### src/rtl/flex_sensor_mmio_if.sv
// Processor dmem-side bus for the flex sensor register window.
// The master is the processor; the slave is the peripheral.
interface flex_sensor_mmio_if;
  logic [11:0] address_dmem;
  logic [31:0] data;
  logic        wren;
  logic [31:0] q_io;
  logic        hit;
  logic        irq;

  modport master (
    output address_dmem, data, wren,
    input  q_io, hit, irq
  );

  modport slave (
    input  address_dmem, data, wren,
    output q_io, hit, irq
  );
endinterface

### src/rtl/flex_sensor_mmio.sv
// Glove flex sensor input peripheral.
// Each raw line is synchronized and debounced. Channel 0 is right, channel 1 is left.
// Press/release events set sticky flags and bump per-glove press counters.
// All of this is exposed as a four-word register window on the dmem bus.
module flex_sensor_mmio #(
  parameter int          DEBOUNCE_CYCLES = 50000,
  parameter logic [11:0] BASE_ADDR       = 12'hF00,
  parameter int          CNT_W           = 16
) (
  input  logic              clock,
  input  logic              reset,
  input  logic              flex_right_raw,
  input  logic              flex_left_raw,
  flex_sensor_mmio_if.slave bus
);

  // dcnt only ever holds 0 .. DEBOUNCE_CYCLES-1
  localparam int             DW        = $clog2(DEBOUNCE_CYCLES);
  localparam logic [DW-1:0]  DCNT_LAST = DW'(DEBOUNCE_CYCLES - 1);

  localparam logic [1:0] OFF_STATUS = 2'd0;
  localparam logic [1:0] OFF_MASK   = 2'd3;

  logic [1:0]       raw_s;
  logic [1:0]       s1_q, s1_d;
  logic [1:0]       s2_q, s2_d;
  logic [1:0]       stable_q, stable_d;
  logic [DW-1:0]    dcnt_q [2];
  logic [DW-1:0]    dcnt_d [2];
  logic [1:0]       press_s, release_s;
  // flags: [0] right press, [1] left press, [2] right release, [3] left release
  logic [3:0]       flags_q, flags_d;
  logic [3:0]       mask_q, mask_d;
  logic [CNT_W-1:0] cnt_q [2];
  logic [CNT_W-1:0] cnt_d [2];
  logic             irq_q, irq_d;
  logic             hit_s, wr_s;
  logic [1:0]       off_s;
  logic [3:0]       w1c_s;
  logic [31:0]      rdata_s;
  logic             unused_data_s;

  assign raw_s         = {flex_left_raw, flex_right_raw};
  assign hit_s         = (bus.address_dmem[11:2] == BASE_ADDR[11:2]);
  assign wr_s          = bus.wren & hit_s;
  assign off_s         = bus.address_dmem[1:0];
  assign unused_data_s = ^{bus.data[31:6], bus.data[1:0]};

  // Two-stage synchronizer and per-channel debounce qualification
  always_comb begin
    s1_d      = raw_s;
    s2_d      = s1_q;
    stable_d  = stable_q;
    press_s   = 2'b00;
    release_s = 2'b00;
    for (int ch = 0; ch < 2; ch++) begin
      dcnt_d[ch] = '0;
      if (s2_q[ch] != stable_q[ch]) begin
        if (dcnt_q[ch] == DCNT_LAST) begin
          stable_d[ch] = s2_q[ch];
          dcnt_d[ch]   = '0;
        end else begin
          dcnt_d[ch] = dcnt_q[ch] + DW'(1);
        end
      end else begin
        dcnt_d[ch] = '0;
      end
    end
    press_s   = stable_d & ~stable_q;
    release_s = ~stable_d & stable_q;
  end

  // Sticky flags, press counters, mask and irq next state (events win over clears)
  always_comb begin
    flags_d = flags_q;
    mask_d  = mask_q;
    irq_d   = |(flags_q & mask_q);
    if (wr_s && (off_s == OFF_STATUS)) begin
      w1c_s = bus.data[5:2];
    end else begin
      w1c_s = 4'b0000;
    end
    flags_d = (flags_q & ~w1c_s) | {release_s[1], release_s[0], press_s[1], press_s[0]};
    for (int ch = 0; ch < 2; ch++) begin
      if (wr_s && (off_s == 2'(ch + 1))) begin
        cnt_d[ch] = CNT_W'(press_s[ch]);
      end else begin
        cnt_d[ch] = cnt_q[ch] + CNT_W'(press_s[ch]);
      end
    end
    if (wr_s && (off_s == OFF_MASK)) begin
      mask_d = bus.data[5:2];
    end else begin
      mask_d = mask_q;
    end
  end

  // State register for the whole peripheral
  always_ff @(posedge clock or negedge reset) begin
    if (!reset) begin
      s1_q      <= 2'b00;
      s2_q      <= 2'b00;
      stable_q  <= 2'b00;
      dcnt_q[0] <= '0;
      dcnt_q[1] <= '0;
      flags_q   <= 4'b0000;
      mask_q    <= 4'b0000;
      cnt_q[0]  <= '0;
      cnt_q[1]  <= '0;
      irq_q     <= 1'b0;
    end else begin
      s1_q      <= s1_d;
      s2_q      <= s2_d;
      stable_q  <= stable_d;
      dcnt_q[0] <= dcnt_d[0];
      dcnt_q[1] <= dcnt_d[1];
      flags_q   <= flags_d;
      mask_q    <= mask_d;
      cnt_q[0]  <= cnt_d[0];
      cnt_q[1]  <= cnt_d[1];
      irq_q     <= irq_d;
    end
  end

  // Read mux: combinational from registered state so the processor can sample it this cycle
  always_comb begin
    rdata_s = 32'd0;
    if (hit_s) begin
      case (off_s)
        2'd0:    rdata_s = {26'd0, flags_q, stable_q};
        2'd1:    rdata_s = 32'(cnt_q[0]);
        2'd2:    rdata_s = 32'(cnt_q[1]);
        2'd3:    rdata_s = {26'd0, mask_q, 2'd0};
        default: rdata_s = 32'd0;
      endcase
    end else begin
      rdata_s = 32'd0;
    end
  end

  assign bus.q_io = rdata_s;
  assign bus.hit  = hit_s;
  assign bus.irq  = irq_q;

endmodule

### src/flat_wrapper.sv
// flat-port wrapper written by rule: the top's interface ports become plain ports
module flex_sensor_mmio_flat 
#(
  parameter int          DEBOUNCE_CYCLES = 50000,
  parameter logic [11:0] BASE_ADDR       = 12'hF00,
  parameter int          CNT_W           = 16
)
  (clock, reset, flex_right_raw, flex_left_raw, bus_address_dmem, bus_data, bus_wren, bus_q_io, bus_hit, bus_irq);
  flex_sensor_mmio_if bus_i ();
  input  logic clock;
  input  logic reset;
  input  logic flex_right_raw;
  input  logic flex_left_raw;
  input wire logic [$bits(bus_i.address_dmem)-1:0] bus_address_dmem;
  input wire logic [$bits(bus_i.data)-1:0] bus_data;
  input wire logic [$bits(bus_i.wren)-1:0] bus_wren;
  output wire logic [$bits(bus_i.q_io)-1:0] bus_q_io;
  output wire logic [$bits(bus_i.hit)-1:0] bus_hit;
  output wire logic [$bits(bus_i.irq)-1:0] bus_irq;
  assign bus_i.address_dmem = bus_address_dmem;
  assign bus_i.data = bus_data;
  assign bus_i.wren = bus_wren;
  assign bus_q_io = bus_i.q_io;
  assign bus_hit = bus_i.hit;
  assign bus_irq = bus_i.irq;
  flex_sensor_mmio #(.DEBOUNCE_CYCLES(DEBOUNCE_CYCLES), .BASE_ADDR(BASE_ADDR), .CNT_W(CNT_W)) u_core (.clock(clock), .reset(reset), .flex_right_raw(flex_right_raw), .flex_left_raw(flex_left_raw), .bus(bus_i));
endmodule
### config.mk
export PLATFORM = sky130hd
export DESIGN_NAME = flex_sensor_mmio_flat
export DESIGN_NICKNAME = d
export VERILOG_FILES = /design/src/rtl/flex_sensor_mmio_if.sv /design/src/rtl/flex_sensor_mmio.sv /design/src/flat_wrapper.sv
export SDC_FILE = /design/constraint.sdc
export NUM_CORES = 1
export LEC_CHECK = 0
export ABC_CLOCK_PERIOD_IN_PS = 3100
export BUFFER_PORTS_ARGS = -buffer_cell sky130_fd_sc_hd__buf_4
export CAP_MARGIN = 5
export CORE_ASPECT_RATIO = 0.7
export CORE_MARGIN = 1
export CORE_UTILIZATION = 57
export CTS_BUF_LIST = sky130_fd_sc_hd__clkbuf_4
export CTS_CLUSTER_DIAMETER = 100
export DETAILED_ROUTE_END_ITERATION = 12
export PLACE_DENSITY = 0.82
export SETUP_SLACK_MARGIN = 0.1
export SLEW_MARGIN = 40
export SYNTH_ARGS = -nofsm -noshare
export SYNTH_HDL_FRONTEND = slang
export SYNTH_SLANG_ARGS = --single-unit
export TNS_END_PERCENT = 30
### constraint.sdc
create_clock -name clock -period 3.1 [get_ports clock]
set_input_delay 0.155 -clock clock [delete_from_list [all_inputs] [get_ports clock]]
set_output_delay 0.155 -clock clock [all_outputs]
set_load 0.05 [all_outputs]
Word-level counts from Yosys, hierarchy flattened
Index checks and enable logic that the tools add are counted.
{"block": "word_totals", "ff_bits": 79, "in_bits": 49, "wordCells": 50}
{"block": "classes", "add_sub_neg": 4, "eq_ne": 8, "n_mux": 13, "n_bitwise": 9, "reduce_logical": 6}
{"cell": "$pmux W32 S4", "count": 1}
{"cell": "$mux W16", "count": 6}
{"cell": "$add A16 B1 Y16", "count": 2}
{"cell": "$add A16 B1 Y16 const B", "count": 2}
{"cell": "$eq A16 B16 Y1 const B", "count": 2}
{"cell": "$mux W32", "count": 1}
{"cell": "$eq A10 B10 Y1 const B", "count": 1}
{"cell": "$and A4 B4 Y4", "count": 2}
{"cell": "$and A2 B2 Y2", "count": 2}
{"cell": "$eq A2 B2 Y1 const B", "count": 2}
{"cell": "$logic_and A1 B1 Y1", "count": 4}
{"cell": "$mux W1", "count": 4}
{"cell": "$mux W4", "count": 1}
{"cell": "$not A2 Y2", "count": 2}
{"cell": "$not A4 Y4", "count": 1}
{"cell": "$or A4 B4 Y4", "count": 1}
{"cell": "$reduce_or A4 Y1", "count": 1}
{"cell": "$eq A2 B1 Y1 const B", "count": 1}
{"cell": "$logic_not A2 Y1", "count": 1}
{"cell": "$ne A1 B1 Y1", "count": 2}
{"cell": "$and A1 B1 Y1", "count": 1}

Longest topological paths before layout
{"block": "depth", "word_depth": 7, "ltp_mapped": 10, "depth_no_buf": 10}

Least setup slack after synthesis
Ideal clock, no wire load.
{"block": "synth_path", "path_kind": "register to register", "startpoint": "register u_core.dcnt_q[0] in the netlist's numbering", "endpoint": "register u_core.cnt_q[14] in the netlist's numbering", "setup_ns": 0.120, "t_arrival_ns": 2.530, "t_required_ns": 2.980, "slack_ns": 0.450, "stages_incl_launch_ff": 11, "n_path_buf": 0, "synth_period_minus_slack_ns": 2.650, "path_cell_list": "dfrtp_1 > ha_1 > nand3_1 > or2_2 > or3_1 > inv_1 > ha_1 > nand4_1 > nor4_1 > xnor2_1 > nor2_1"}
{"element": "start: declaration", "line_no": "flex_sensor_mmio.sv:28", "text": "logic [DW-1:0] dcnt_q [2];"}
{"element": "end: declaration", "line_no": "flex_sensor_mmio.sv:34", "text": "logic [CNT_W-1:0] cnt_q [2];"}

==> results.tsv <==
stage	metric	value	unit
critical_path	Slowest-stage cell, CP	or4_1	
clocking	TritonCTS Buffers	9	
final_layout	antenna diode instance count	0	
yosys	sequential area share after synthesis	47.02	%
critical_path	r2r worst-path depth	9	
critical_path	Startpoint Class	register	
die	Cell Rows	25	
die	CORE AREA	6944	um^2
min_path	Hold WC Path Type	input port to register	
sta	RSZ-0062 raised after global routing	false	
routing	antenna viol nets, final	0	
yosys	asr flop ratio synth	100.0	%
critical_path	crit end category	register	
sta	slew of the pin with the lowest slew margin	789.6	ps
global_routing	GRT Residual Overflow	0	
yosys	flop and latch count out of synthesis	79	
yosys	Syn Std Cell Area	4204	um^2
clocking	CTS tree	built	
yosys	mux share of post-synthesis cell area	4.851	%
yosys	Post-Synthesis Cells	436	
placement	GPL Wtd Cong	0.8985	
yosys	Ys Warns	0	
final_layout	fillcell total	535	
die	I/O pins	83	
critical_path	critical path peak fanout	7	
sta	PnR worst setup slack	353.7	ps
flow_run	Max-cap violations	0	
critical_path	kind of critical path	register to register	
power	Cell Pwr Density	383.3	nW/um^2
routing	vias post-DR	3304	
sta	fin crit period	2746	ps
die	die area	7729	um^2
final_layout	area delta synth->final	11.90	%
critical_path	WP depth	9	
yosys	Synth Area in XOR/XNOR	12.08	%
global_routing	first-pass GRT wire length	14.57	mm
routing	Residual DRC	0	
sta	skew final	16.80	ps
final_layout	Seq. cell area	1977	um^2
critical_path	delay-heaviest family, CP	simple AND/OR/NAND/NOR gates	
final_layout	Nets	535	
critical_path	Buf/Inv on CP	2	
power	peak supply drop	0.0002543	V
status	outcome	finished clean	
global_routing	GRT Total Usage	24.42	%
routing	Vias/cell	5.716	
final_layout	multi-input logic area	2016	um^2
critical_path	Critical Path Max Stage Delay	520	ps
placement	post-detail-place hpwl	6.201	mm
routing	1st-iter DRT viols	281	
global_routing	initial antenna violation count	0	
sta	final worst-path cycle share	88.59	%
yosys	Unique masters post-synth	39	
final_layout	most common cell after layout, fill and taps aside	nor2_1	
routing	drt pass-1 iters	5	
yosys	complex-gate fraction of the synthesized area	3.542	%
clocking	post-CTS sizing	0	
sta	fmax	0.3641	GHz
critical_path	crit-path cells	inv_1 > or4_1 > nor4_1 > buf_4 > ha_1 > nand4_1 > nor4_1 > xnor2_1 > nor2_1	
sta	Final setup viols	0	
power	Leak	2.036	nW
die	Die W	104.6	um
min_path	hold path depth	3	
die	Die Ht	73.86	um
routing	drt total wl	8.651	mm
yosys	Mean Syn Cell Area	9.642	um^2
yosys	EDFF count, synth	0	
die	starting density of the core	60.54	%
clocking	Clk Latency, worst-skew pair	440	ps
sta	Setup TNS	0	ps
yosys	Adder-Cell Fraction of Synth Area	1.786	%
global_routing	vias in the first global route	3079	
routing	WL/cell	14.97	um
clocking	CTS H-Tree Depth	3	
clocking	clk slew on worst S/H paths	110	ps
yosys	main combinational cell family by area after synthesis	simple AND/OR/NAND/NOR gates	
final_layout	most frequent cells in the layout	86 x nor2_1, 79 x dfrtp_1, 48 x xnor2_1	
final_layout	layout cells sized above 1	15.50	%
clocking	root buffer cell	clkbuf_4	
critical_path	cell mode on critical path	nor4_1	
sta	Slew headroom	47.25	%
yosys	Synth Flop Type	dfrtp_1	
critical_path	Critical Path AT	3070	ps
critical_path	Worst EP required	3420	ps
yosys	Post-Synth Simple-Gate Area	24.20	%
global_routing	pin count of the biggest net entering global routing	80	
placement	PortBufs	38	
sta	Fin. Hold Viols	0	
clocking	clk sinks	79	
sta	Pins Over Slew Limit	0	
clocking	Clock Path Buffers	2	
placement	DP Worst Slack	405.7	ps
## final cells by class
type                       count  area share (%)
clock buffer                  11           1.755
clock inverter                 4           1.011
inverter                      16           1.277
multi-input combinational    323           42.85
sequential                    79           42.02
tap                           94           2.500
timing repair buffer          51           8.590
## sequential cells by signal, indices dropped and copies added, names as in the netlist
name,flops
u_core.bus.irq,1
u_core.s1_q,2
u_core.stable_q,2
u_core.s2_q,2
u_core.dcnt_q,32
u_core.cnt_q,32
u_core.mask_q,4
u_core.flags_q,4
## path summary, 6_finish.rpt
check                                            startpoint                          end  slack [ps]
worst max-delay path            u_core.dcnt_q[25]$_DFF_PN0_   u_core.cnt_q[30]$_DFF_PN0_         350
worst min-delay path                               bus_wren  u_core.flags_q[2]$_DFF_PN0_          70
worst max register to register  u_core.dcnt_q[25]$_DFF_PN0_   u_core.cnt_q[30]$_DFF_PN0_         350
worst min register to register     u_core.s1_q[1]$_DFF_PN0_     u_core.s2_q[1]$_DFF_PN0_         360
max in group asynchronous                             reset  u_core.dcnt_q[29]$_DFF_PN0_        2290
min in group asynchronous                             reset   u_core.cnt_q[12]$_DFF_PN0_         290
## synthesized netlist by cell type (10+ instances only)
cell type	number	area, um^2
nor4_1	20	125.1
dfrtp_1	79	1977
nor3_1	17	85.08
inv_1	15	56.30
nor2_1	86	322.8
xor2_1	10	87.58
nand3_1	16	80.08
nand2_1	19	71.32
a22oi_1	12	90.09
clkbuf_1	11	41.29
xnor2_1	48	420.4
nand4_1	25	156.4
buf_4	16	120.1
## logic make-up after synthesis
family,Yosys count
XOR/XNOR,58
multiplexers,14
flip-flops,79
other,1
AO/OA/AOI/OAI,21
AND/OR/NAND/NOR,208
adder cells (fa/ha/maj),6
buffers and inverters,49
## per-stage QoR
step / instances / hold slack, ps / total power, W / instance area, um^2 / util, %
final: 578 / 66.41 / 0.001803 / 4705 / 67.75
after global routing: 578 / 78.58 / 0.001872 / 4705 / 67.75
after CTS: 578 / 46.12 / 0.001822 / 4702 / 67.71
after detailed placement: 556 / 235.4 / 0.001220 / 4502 / 64.83
after global placement: 556 / 263.9 / 0.001216 / 4498 / 64.77
after floorplan: 451 / -140.6 / 0.001182 / 4260 / -
## what timing repair did
item                      4_1_cts  5_1_grt
hold buffers                    7        0
buffers inserted                0        0
hold endpoints to repair       85        0
## power breakdown
| part | leakage (nW) | total (W) | internal [W] | switching (W) |
|---|---|---|---|---|
| sequential | 0.929 | 0.00106 | 0.00104 | 0.0000130 |
| combinational | 1.03 | 0.000151 | 0.0000494 | 0.000102 |
| clock | 0.0727 | 0.000597 | 0.000257 | 0.000339 |
| total | 2.04 | 0.00180 | 0.00135 | 0.000454 |
## worst min-delay path: cells and delay by family
family	cells	cell delay, ps
AOI/OAI and AO/OA	1	100
and+or+nand+nor	1	70
buffers and inverters	1	140
## layer usage
layer / GRT usage (%) / vias up / wire length (um)
li1: - / 1559 / -
met1: 34.88 / 1601 / 4071
met2: 36.50 / 127 / 3838
met3: 6.211 / 17 / 608
met4: 8.451 / 0 / 133
met5: 0 / - / 0
Note: power is estimated with default switching activity, not from simulation.
